--- src/rtl/pc_sequencer_if.sv ---
// Fetch-side bundle of the program-counter stage: branch decision and halt in,
// PC and fetch handshake out. Optional br_count exists only with PC_BRANCH_CNT_EN.
// master: the sequencer (drives pc/fetch_valid/flush/halted); slave: its peers.
interface pc_sequencer_if #(
    parameter int PC_W  = 8,
    parameter int OFF_W = 8
) ();
    logic             branch_taken;
    logic [OFF_W-1:0] branch_off;
    logic             halt_req;
    logic             fetch_ready;
    logic [PC_W-1:0]  pc;
    logic             fetch_valid;
    logic             flush;
    logic             halted;
`ifdef PC_BRANCH_CNT_EN
    logic [15:0]      br_count;
`endif

    modport master (
        input  branch_taken, branch_off, halt_req, fetch_ready,
`ifdef PC_BRANCH_CNT_EN
        output br_count,
`endif
        output pc, fetch_valid, flush, halted
    );

    modport slave (
        output branch_taken, branch_off, halt_req, fetch_ready,
`ifdef PC_BRANCH_CNT_EN
        input  br_count,
`endif
        input  pc, fetch_valid, flush, halted
    );
endinterface

--- src/rtl/pc_sequencer.sv ---
// Purpose: program counter / next-PC stage with PC-relative branches, a one-cycle
//          flush bubble after a taken branch, and a sticky halt.
// Latency: all outputs registered; an input decision is visible one edge later.
// Backpressure: fetch_ready low in FETCH holds pc with fetch_valid kept high.
// Ports: clk, rst_n (async, active low); bus (pc_sequencer_if.master) carries
//        branch_taken/branch_off/halt_req/fetch_ready in, pc/fetch_valid/flush/
//        halted out. Optional macro PC_BRANCH_CNT_EN adds the 16-bit saturating
//        br_count of branches applied in FETCH.
// OFF_W must not exceed PC_W.
module pc_sequencer #(
    parameter int              PC_W     = 8,
    parameter int              OFF_W    = 8,
    parameter logic [PC_W-1:0] RESET_PC = '0
) (
    input  logic                 clk,
    input  logic                 rst_n,
    pc_sequencer_if.master       bus
);

    typedef enum logic [1:0] {
        ST_IDLE  = 2'd0,
        ST_FETCH = 2'd1,
        ST_FLUSH = 2'd2,
        ST_HALT  = 2'd3
    } state_t;

    state_t          r_state;
    state_t          w_state_nxt;
    logic [PC_W-1:0] r_pc;
    logic [PC_W-1:0] w_pc_nxt;
    logic [PC_W-1:0] w_off_ext;
    logic            w_handshake;
    logic            w_br_apply;
    logic            r_fetch_valid;
    logic            r_flush;
    logic            r_halted;

    // Signed size cast sign-extends the offset; the add then wraps mod 2^PC_W.
    assign w_off_ext   = PC_W'($signed(bus.branch_off));
    assign w_handshake = r_fetch_valid & bus.fetch_ready;

    always_comb begin
        w_state_nxt = r_state;
        w_pc_nxt    = r_pc;
        w_br_apply  = 1'b0;
        case (r_state)
            ST_IDLE: begin
                w_state_nxt = ST_FETCH;
            end
            ST_FETCH: begin
                // Halt beats branch beats handshake. A branch wins even when
                // the current PC is being accepted in the same cycle.
                if (bus.halt_req) begin
                    w_state_nxt = ST_HALT;
                end else if (bus.branch_taken) begin
                    w_pc_nxt    = r_pc + w_off_ext;
                    w_state_nxt = ST_FLUSH;
                    w_br_apply  = 1'b1;
                end else if (w_handshake) begin
                    w_pc_nxt    = r_pc + PC_W'(1);
                end
            end
            ST_FLUSH: begin
                w_state_nxt = bus.halt_req ? ST_HALT : ST_FETCH;
            end
            ST_HALT: begin
                w_state_nxt = ST_HALT;
            end
            default: begin
                w_state_nxt = ST_IDLE;
            end
        endcase
    end

    always_ff @(posedge clk or negedge rst_n) begin
        if (!rst_n) begin
            r_state       <= ST_IDLE;
            r_pc          <= RESET_PC;
            r_fetch_valid <= 1'b0;
            r_flush       <= 1'b0;
            r_halted      <= 1'b0;
        end else begin
            r_state       <= w_state_nxt;
            r_pc          <= w_pc_nxt;
            // Output flags are decoded from the next state so they are flops
            // that line up exactly with the state they describe.
            r_fetch_valid <= (w_state_nxt == ST_FETCH);
            r_flush       <= (w_state_nxt == ST_FLUSH);
            r_halted      <= (w_state_nxt == ST_HALT);
        end
    end

    assign bus.pc          = r_pc;
    assign bus.fetch_valid = r_fetch_valid;
    assign bus.flush       = r_flush;
    assign bus.halted      = r_halted;

`ifdef PC_BRANCH_CNT_EN
    logic [15:0] r_br_count;

    // Only counts in FETCH, so it is naturally frozen in HALT.
    always_ff @(posedge clk or negedge rst_n) begin
        if (!rst_n) begin
            r_br_count <= 16'd0;
        end else if (w_br_apply && (r_br_count != 16'hFFFF)) begin
            r_br_count <= r_br_count + 16'd1;
        end
    end

    assign bus.br_count = r_br_count;
`endif

endmodule

--- src/flat_wrapper.sv ---
// flat-port wrapper written by rule: the top's interface ports become plain ports
module pc_sequencer_flat 
#(
    parameter int              PC_W     = 8,
    parameter int              OFF_W    = 8,
    parameter logic [PC_W-1:0] RESET_PC = '0
)
  (clk, rst_n, bus_branch_taken, bus_branch_off, bus_halt_req, bus_fetch_ready, bus_pc, bus_fetch_valid, bus_flush, bus_halted);
  pc_sequencer_if #(.PC_W(PC_W), .OFF_W(OFF_W)) bus_i ();
  input  logic clk;
  input  logic rst_n;
  input wire logic [$bits(bus_i.branch_taken)-1:0] bus_branch_taken;
  input wire logic [$bits(bus_i.branch_off)-1:0] bus_branch_off;
  input wire logic [$bits(bus_i.halt_req)-1:0] bus_halt_req;
  input wire logic [$bits(bus_i.fetch_ready)-1:0] bus_fetch_ready;
  output wire logic [$bits(bus_i.pc)-1:0] bus_pc;
  output wire logic [$bits(bus_i.fetch_valid)-1:0] bus_fetch_valid;
  output wire logic [$bits(bus_i.flush)-1:0] bus_flush;
  output wire logic [$bits(bus_i.halted)-1:0] bus_halted;
  assign bus_i.branch_taken = bus_branch_taken;
  assign bus_i.branch_off = bus_branch_off;
  assign bus_i.halt_req = bus_halt_req;
  assign bus_i.fetch_ready = bus_fetch_ready;
  assign bus_pc = bus_i.pc;
  assign bus_fetch_valid = bus_i.fetch_valid;
  assign bus_flush = bus_i.flush;
  assign bus_halted = bus_i.halted;
  pc_sequencer #(.PC_W(PC_W), .OFF_W(OFF_W), .RESET_PC(RESET_PC)) u_core (.clk(clk), .rst_n(rst_n), .bus(bus_i));
endmodule
--- config.mk ---
export PLATFORM = sky130hd
export DESIGN_NAME = pc_sequencer_flat
export DESIGN_NICKNAME = d
export VERILOG_FILES = /design/src/rtl/pc_sequencer_if.sv /design/src/rtl/pc_sequencer.sv /design/src/flat_wrapper.sv
export SDC_FILE = /design/constraint.sdc
export NUM_CORES = 1
export LEC_CHECK = 0
export CORE_MARGIN = 2
export CORE_UTILIZATION = 45
export CTS_CLUSTER_DIAMETER = 50
export DETAILED_ROUTE_END_ITERATION = 16
export PLACE_DENSITY = 0.77
export SYNTH_ARGS = -nofsm -noshare
export SYNTH_HDL_FRONTEND = slang
export SYNTH_SLANG_ARGS = --single-unit
--- constraint.sdc ---
create_clock -name clk -period 1.9 [get_ports clk]
set_input_delay 0.38 -clock clk [delete_from_list [all_inputs] [get_ports clk]]
set_output_delay 0.38 -clock clk [all_outputs]
set_load 0.005 [all_outputs]
==> results.txt, run 1 <==
----------------------------------------------------
[Pwr]
  Net switching power of the design ... 243 uW
  Pwr dens ... 547 nW/um^2
  Proportion of power drawn by combinational gates ... 35.9%
  Internal power of the cells ... 545 uW
  Cell leakage power ... 0.640 nW
  Switching Fraction ... 30.8%
  Clock network fraction of design power ... 24.4%
  Post-route total power ... 788 uW
  Register share of total power ... 39.7%
  Peak VDD IR ... 0.592 mV

[Floorplanning]
  Total number of placement rows ... 15
  Initial core utilization ... 47.7%
  Height of the die ... 46.5 um
  X dimension of the die ... 46.5 um
  Total die area ... 2170 sq um
  Ports placed on the boundary ... 24
  Area of the placeable core ... 1710 sq um

[STA]
  Period utilization ... 100%
  Final critical delay including setup and external delays ... 1.91 ns
  Worst slew slack as a fraction of its limit ... 57.5%
  Total count of hold-check failures in the final report ... 0
  Highest attainable clock frequency ... 0.524 GHz
  Clock tree skew after final layout ... 0.0111 ns
  Max Transition Viols Final ... 0
  WHS ... 0.462 ns
  Worst setup margin ... -0.00878 ns
  Transition time at the pin with the least slew margin ... 0.636 ns
  Final setup fails ... 1

[Place]
  Half-perimeter wire length of the detailed placement result ... 1.60 mm
  Port Buffer Count ... 23
  Placer Congestion ... 0.819
  Worst-case setup slack after placement ... -0.579 ns
  Number of cells in the design after placement ... 151

[CTS]
  CTS tree ... done
  Clock buffer count from CTS ... 3
  Clock-pin transition on the worst setup and hold timing paths ... 0.09 ns
  CTS H-Tree Depth ... 1
  Clock latency at the later pin of the worst-skew pair ... 0.30 ns
  Clock tree buffer depth ... 2
  Buffer type at the clock tree root ... clkbuf_4
  Number of sinks driven by the clock tree ... 13

[Worst setup path]
  Master of the slowest instance on the critical path ... dlygate4sd2_1
  Worst endpoint required time ... 2.08 ns
  Cell repeated most along the worst path ... buf_4
  Critical path class ... input port to flop
  Worst path arrival time ... 2.09 ns
  Sort of element at the end of the critical path ... flop
  Startpoint type of the worst setup path ... input port
  Series of cell instances along the critical path ... dlygate4sd2_1 > nand2b_4 > ha_4 > inv_2 > fa_2 > nor2b_1 > o21ai_2 > a21boi_2 > buf_4 > buf_4 > o21ai_0 > nand3_1
  Largest stage delay on the critical path ... 0.24 ns
  Critical path peak fanout ... 2

[Routing]
  Vias per cell ... 5.19
  Routed WL per cell ... 15.3 um
  Number of antenna-violating nets in the routed design ... 0
  DR vias ... 835
  Initial DRT Pass Iterations ... 4
  Detailed router's first-iteration violation count ... 19
  Total DRC errors in the routed layout ... 0
  Total wirelength of the detailed-routed design ... 2.46 mm

[Yosys]
  Register area share after synthesis ... 39.9%
  Post-Syn Area per Cell ... 9.36 sq um
  Number of flops mapped to enable cells by yosys ... 0
  Synthesized flop and latch total ... 13
  Most instantiated library cell after synthesis ... dfrtp_1
  Most used flip-flop cell after synthesis ... dfrtp_1
  Mapped Area ... 815 sq um
  FFs w/ async S/R, synth ... 100%
  Mapped Cells ... 87
  Count of different cell masters after synthesis ... 32
  Share of the synthesized area in the top cell type ... 39.9%
  Synth warnings ... 0
  Syn_nets ... 108
  Main area contributors after synthesis ... dfrtp_1 40%, ha_1 11%, and2_1 3.8%
  Leading post-synthesis cells by instance count ... 13 x dfrtp_1, 8 x nand2_1, 7 x ha_1, 6 x inv_1
  Cell taking the most area after synthesis ... dfrtp_1

[Global route]
  Global Route Usage Sum ... 24.7%
  Number of global-route vias before repair ... 844
  Aggregate global routing overflow ... 0
  First-pass GRT wire length ... 3.72 mm
  Initial antenna violation count ... 0
  Largest net degree at the start of global routing ... 14

[Run]
  Max-cap violations ... 0

[Finish]
  Number of filler instances in the final layout ... 102
  Number of antenna cells inserted ... 0
  Share of cells above drive strength 1 ... 41.2%
  Final std cells w/o fill ... 161
  Number of nets in the layout ... 158
  Relative area change from synthesis to final layout ... 77.0%

[Min path]
  Tightest Hold Check Type ... input port to async pin

[Run status]
  Outcome ... complete, but fails checks
  Violated checks ... negative setup slack

----------------------------------------------------
-- repair_timing --
item	4_1_cts	5_1_grt
pin swaps	11	16
cloned	0	0
endpoints found under the setup margin	4	4
buffers inserted	3	3
hold endpoints to repair	0	0
gates resized for setup	14	11
hold buffers	0	0
-- layout make-up --
| class | instances | area [sq um] | share of cell area, % |
|---|---|---|---|
| timing repair buffer | 47 | 419 | 29.1 |
| clock buffer | 4 | 26.3 | 1.82 |
| multi-input combinational | 66 | 616 | 42.7 |
| sequential | 13 | 327 | 22.7 |
| inverter | 6 | 22.5 | 1.56 |
| tap | 25 | 31.3 | 2.17 |
-- per-stage QoR --
| stage | util (%) | instance area, sq um | TNS, ns |
|---|---|---|---|
| finish | 84.4 | 1440 | -0.00878 |
| global route | 84.4 | 1440 | -0.0457 |
| CTS | 80.5 | 1380 | -0.0149 |
| detailed placement | 76.3 | 1300 | -2.44 |
| global placement | 76.3 | 1300 | -2.26 |
| floorplan | - | 935 | -0.00313 |
-- per-layer routing --
layer	global-route usage (%)	part of all wire (%)	up-vias
met1	29.8	42	401
met5	0	0	-
li1	-	-	404
met3	4.31	3.7	7
met4	14.9	2.4	0
met2	40.6	52	23
-- cells by family (layout without fill, tap and decap cells) --
group,Yosys count,after routing,synth area share [%]
xor gates and xnor gates,4,4,4.30
muxes,1,1,1.38
adders and majority gates,8,8,13.2
and+or+nand+nor,31,31,20.7
buffers and inverters,8,57,3.69
DFF,13,13,39.9
AOI/OAI and AO/OA,22,22,16.7
-- path summary, 6_finish.rpt --
check	startpoint	endpoint	slack [ns]	cells past startpoint
min in group clk	u_core.bus.pc[7]	u_core.bus.pc[7]	0.47	1
hold / removal	rst_n	u_core.bus.pc[1]	0.46	1
setup / recovery	bus_branch_off[0]	u_core.bus.pc[6]	-0.009	12
setup reg to reg	u_core.bus.pc[0]	u_core.bus.pc[6]	0.03	10
hold reg to reg	u_core.bus.pc[7]	u_core.bus.pc[7]	0.47	1
max in group asynchronous	rst_n	u_core.bus.pc[1]	1.00	1
-- registers in the layout, summed over array words and instances, names as in the netlist --
signal / flops
u_core.bus.flush: 1
u_core.r_state: 2
u_core.bus.fetch_valid: 1
u_core.bus.halted: 1
u_core.bus.pc: 8
-- cells in the final DEF, fill, tap and decap left out, drive strengths merged, types with 2 or more instances in the layout --
cell type / n
o21ai: 8
nand2: 8
nor3b: 2
a211oi: 3
dlymetal6s2s: 4
dlygate4sd2: 3
ha: 7
dfrtp: 13
a21oi: 4
nand3: 3
nor2: 4
a21o: 2
inv: 6
buf: 25
nand2b: 2
xor2: 3
clkdlybuf4s50: 15
clkbuf: 4
nor3: 2
and2: 5
-- power groups by stage --
stage | logic, mW | registers, mW | clock network, mW
global placement | 0.233 | 0.316 | 0
detailed placement | 0.241 | 0.316 | 0
floorplan | 0.118 | 0.316 | 0
finish | 0.283 | 0.313 | 0.192
global route | 0.309 | 0.315 | 0.199
CTS | 0.258 | 0.311 | 0.185
-- critical path: cells and delay by family --
| kind | cells | cell delay (ns) |
|---|---|---|
| buffers and inverters | 4 | 0.56 |
| and+or+nand+nor | 3 | 0.33 |
| adders and majority gates | 2 | 0.35 |
| AOI/OAI and AO/OA | 3 | 0.48 |
(Power assumes the default switching activity.)
==> run 2: changes to the inputs <==
--- a/config.mk
+++ b/config.mk
@@ -13,3 +13,4 @@
 export SYNTH_ARGS = -nofsm -noshare
 export SYNTH_HDL_FRONTEND = slang
 export SYNTH_SLANG_ARGS = --single-unit
+export TNS_END_PERCENT = 1
==> results.txt, run 2 (same netlist as run 1, synthesis figures left out) <==
----------------------------------------------------
[Run status]
  Outcome ... finished, final reports clean

[STA]
  Highest attainable clock frequency ... 0.542 GHz
  Clock tree skew after final layout ... 0.0104 ns
  Total count of hold-check failures in the final report ... 0
  Worst slew slack as a fraction of its limit ... 58.8%
  Final critical delay including setup and external delays ... 1.85 ns
  RSZ-0062 raised after global routing ... no
  Transition time at the pin with the least slew margin ... 0.616 ns
  Period utilization ... 97.1%
  Max Transition Viols Final ... 0
  Final setup fails ... 0
  WHS ... 0.465 ns

[Worst setup path]
  Launch point of the worst reg-to-reg path ... u_core.bus.pc[0]
  Startpoint type of the worst setup path ... input port
  Sort of element at the end of the critical path ... flop
  Reg2reg end ... u_core.bus.pc[6]
  Setup slack of the most critical reg-to-reg path ... 0.10 ns
  Worst setup path startpoint ... bus_branch_off[0]
  Count of cells along the worst register-to-register path ... 8
  Master of the slowest instance on the critical path ... or4_1
  Largest stage delay on the critical path ... 0.52 ns
  Series of cell instances along the critical path ... dlygate4sd2_1 > nand2b_4 > ha_4 > inv_2 > fa_2 > nor2b_4 > o21ai_2 > a21boi_1 > or4_1 > nand3_1
  Crit path to ... u_core.bus.pc[6]
  Critical path class ... input port to flop
  Critical path peak fanout ... 2
  Worst path arrival time ... 2.08 ns
  Worst endpoint required time ... 2.13 ns

[CTS]
  CTS tree ... done
  Clock latency at the later pin of the worst-skew pair ... 0.29 ns
  Clock tree buffer depth ... 2
  Number of sinks driven by the clock tree ... 13
  Clock-pin transition on the worst setup and hold timing paths ... 0.09 ns
  Clock buffer count from CTS ... 3
  Buffer type at the clock tree root ... clkbuf_4
  CTS H-Tree Depth ... 1

[Routing]
  Total DRC errors in the routed layout ... 0
  Detailed router's first-iteration violation count ... 15
  DR vias ... 771
  Number of antenna-violating nets in the routed design ... 0
  Initial DRT Pass Iterations ... 4
  Total wirelength of the detailed-routed design ... 2.24 mm
  Routed WL per cell ... 14.5 um
  Vias per cell ... 4.97

[Floorplanning]
  Total die area ... 2170 sq um
  Height of the die ... 46.5 um
  Total number of placement rows ... 15
  Initial core utilization ... 47.7%
  Area of the placeable core ... 1710 sq um
  Ports placed on the boundary ... 24
  X dimension of the die ... 46.5 um

[Place]
  Half-perimeter wire length of the detailed placement result ... 1.63 mm
  Placer Congestion ... 0.842
  Port Buffer Count ... 23

[Finish]
  Number of flip-flops in the largest register ... 8
  Number of filler instances in the final layout ... 112
  Commonest cells after routing, fill and taps aside ... 16 x buf_4, 15 x clkdlybuf4s50_1, 13 x dfrtp_1
  Most common library cell in the layout ignoring fill and taps ... buf_4
  Number of antenna cells inserted ... 0
  Relative area change from synthesis to final layout ... 72.0%
  Share of cells above drive strength 1 ... 39.2%
  Number of nets in the layout ... 152
  FF/Latch Area ... 325 sq um
  Multi-input combinational cell area ... 618 sq um

[Run]
  Max-cap violations ... 0

[Global route]
  Global Route Usage Sum ... 23.4%
  Aggregate global routing overflow ... 0
  Largest net degree at the start of global routing ... 14
  First-pass GRT wire length ... 3.37 mm
  Number of global-route vias before repair ... 754
  Initial antenna violation count ... 0

[Pwr]
  Peak VDD IR ... 0.455 mV
  Pwr dens ... 547 nW/um^2
  Cell leakage power ... 0.618 nW
  Post-route total power ... 766 uW

[Min path]
  Tightest Hold Check Type ... input port to async pin

----------------------------------------------------
==> run 2: how the worst min path moves through the flow <==
stage,cells after the start,end,start,slack (ns)
finish,1,u_core.bus.fetch_valid,rst_n,0.47
global route,1,u_core.bus.pc[7],u_core.bus.pc[7],0.50
CTS,1,u_core.bus.pc[7],u_core.bus.pc[7],0.48
detailed placement,1,u_core.bus.pc[7],u_core.bus.pc[7],0.46
global placement,1,u_core.bus.pc[7],u_core.bus.pc[7],0.45
floorplan,0,u_core.bus.fetch_valid,rst_n,0.08
==> run 2: metrics by stage <==
| step | instance area, sq um | utilization [%] | setup WS (ns) | cells | setup TNS (ns) |
|---|---|---|---|---|---|
| after floorplan | 913 | - | -0.00571 | 87 | -0.00571 |
| after global placement | 1280 | 75.2 | -0.537 | 150 | -2.22 |
| after detailed placement | 1280 | 75.2 | -0.558 | 150 | -2.49 |
| after CTS | 1350 | 79.1 | -0.00818 | 154 | -0.00818 |
| after global routing | 1400 | 82.1 | 0.000406 | 155 | 0 |
| final | 1400 | 82.1 | 0.0543 | 155 | 0 |
==> run 2: final cells by class <==
| type | count | share of cell area, % |
|---|---|---|
| Tap cell | 25 | 2.23 |
| Sequential cell | 13 | 23.2 |
| Clock buffer | 4 | 1.88 |
| Timing Repair Buffer | 41 | 27.0 |
| Multi-Input combinational cell | 66 | 44.1 |
| Inverter | 6 | 1.61 |
==> run 2: power breakdown <==
group / internal [mW] / leakage [nW] / switching [mW]
Sequential: 0.292 / 0.161 / 0.0204
Combinational: 0.164 / 0.442 / 0.106
Clock: 0.0817 / 0.0150 / 0.101
Total: 0.538 / 0.618 / 0.228
==> run 2: repair_timing <==
| item | 4_1_cts | 5_1_grt |
|---|---|---|
| hold buffers | 0 | 0 |
| setup endpoints to repair | 4 | 3 |
| pin swaps | 9 | 14 |
| buffers inserted | 0 | 1 |
| gates resized for setup | 12 | 14 |
==> run 2: critical path, delay by kind of cell <==
family,cells,cell delay (ns)
adders and majority gates,2,0.39
and+or+nand+nor,4,0.79
buffers and inverters,2,0.29
AOI/OAI and AO/OA,2,0.22
==> run 2: layer usage <==
layer	part of all wire [%]	vias up	track usage [%]
li1	-	390	-
met5	0	-	0
met1	41	354	28.0
met4	3.5	0	14.9
met3	3.6	8	3.92
met2	52	19	38.3
==> run 3: changes to the inputs <==
--- a/config.mk
+++ b/config.mk
@@ -7,7 +7,7 @@
 export LEC_CHECK = 0
 export CORE_MARGIN = 2
 export CORE_UTILIZATION = 45
-export CTS_CLUSTER_DIAMETER = 50
+export CTS_CLUSTER_DIAMETER = 200
 export DETAILED_ROUTE_END_ITERATION = 16
 export PLACE_DENSITY = 0.77
 export SYNTH_ARGS = -nofsm -noshare
==> results of run 3 <==
Final layout, timing and power as in run 2 (identical DEF).
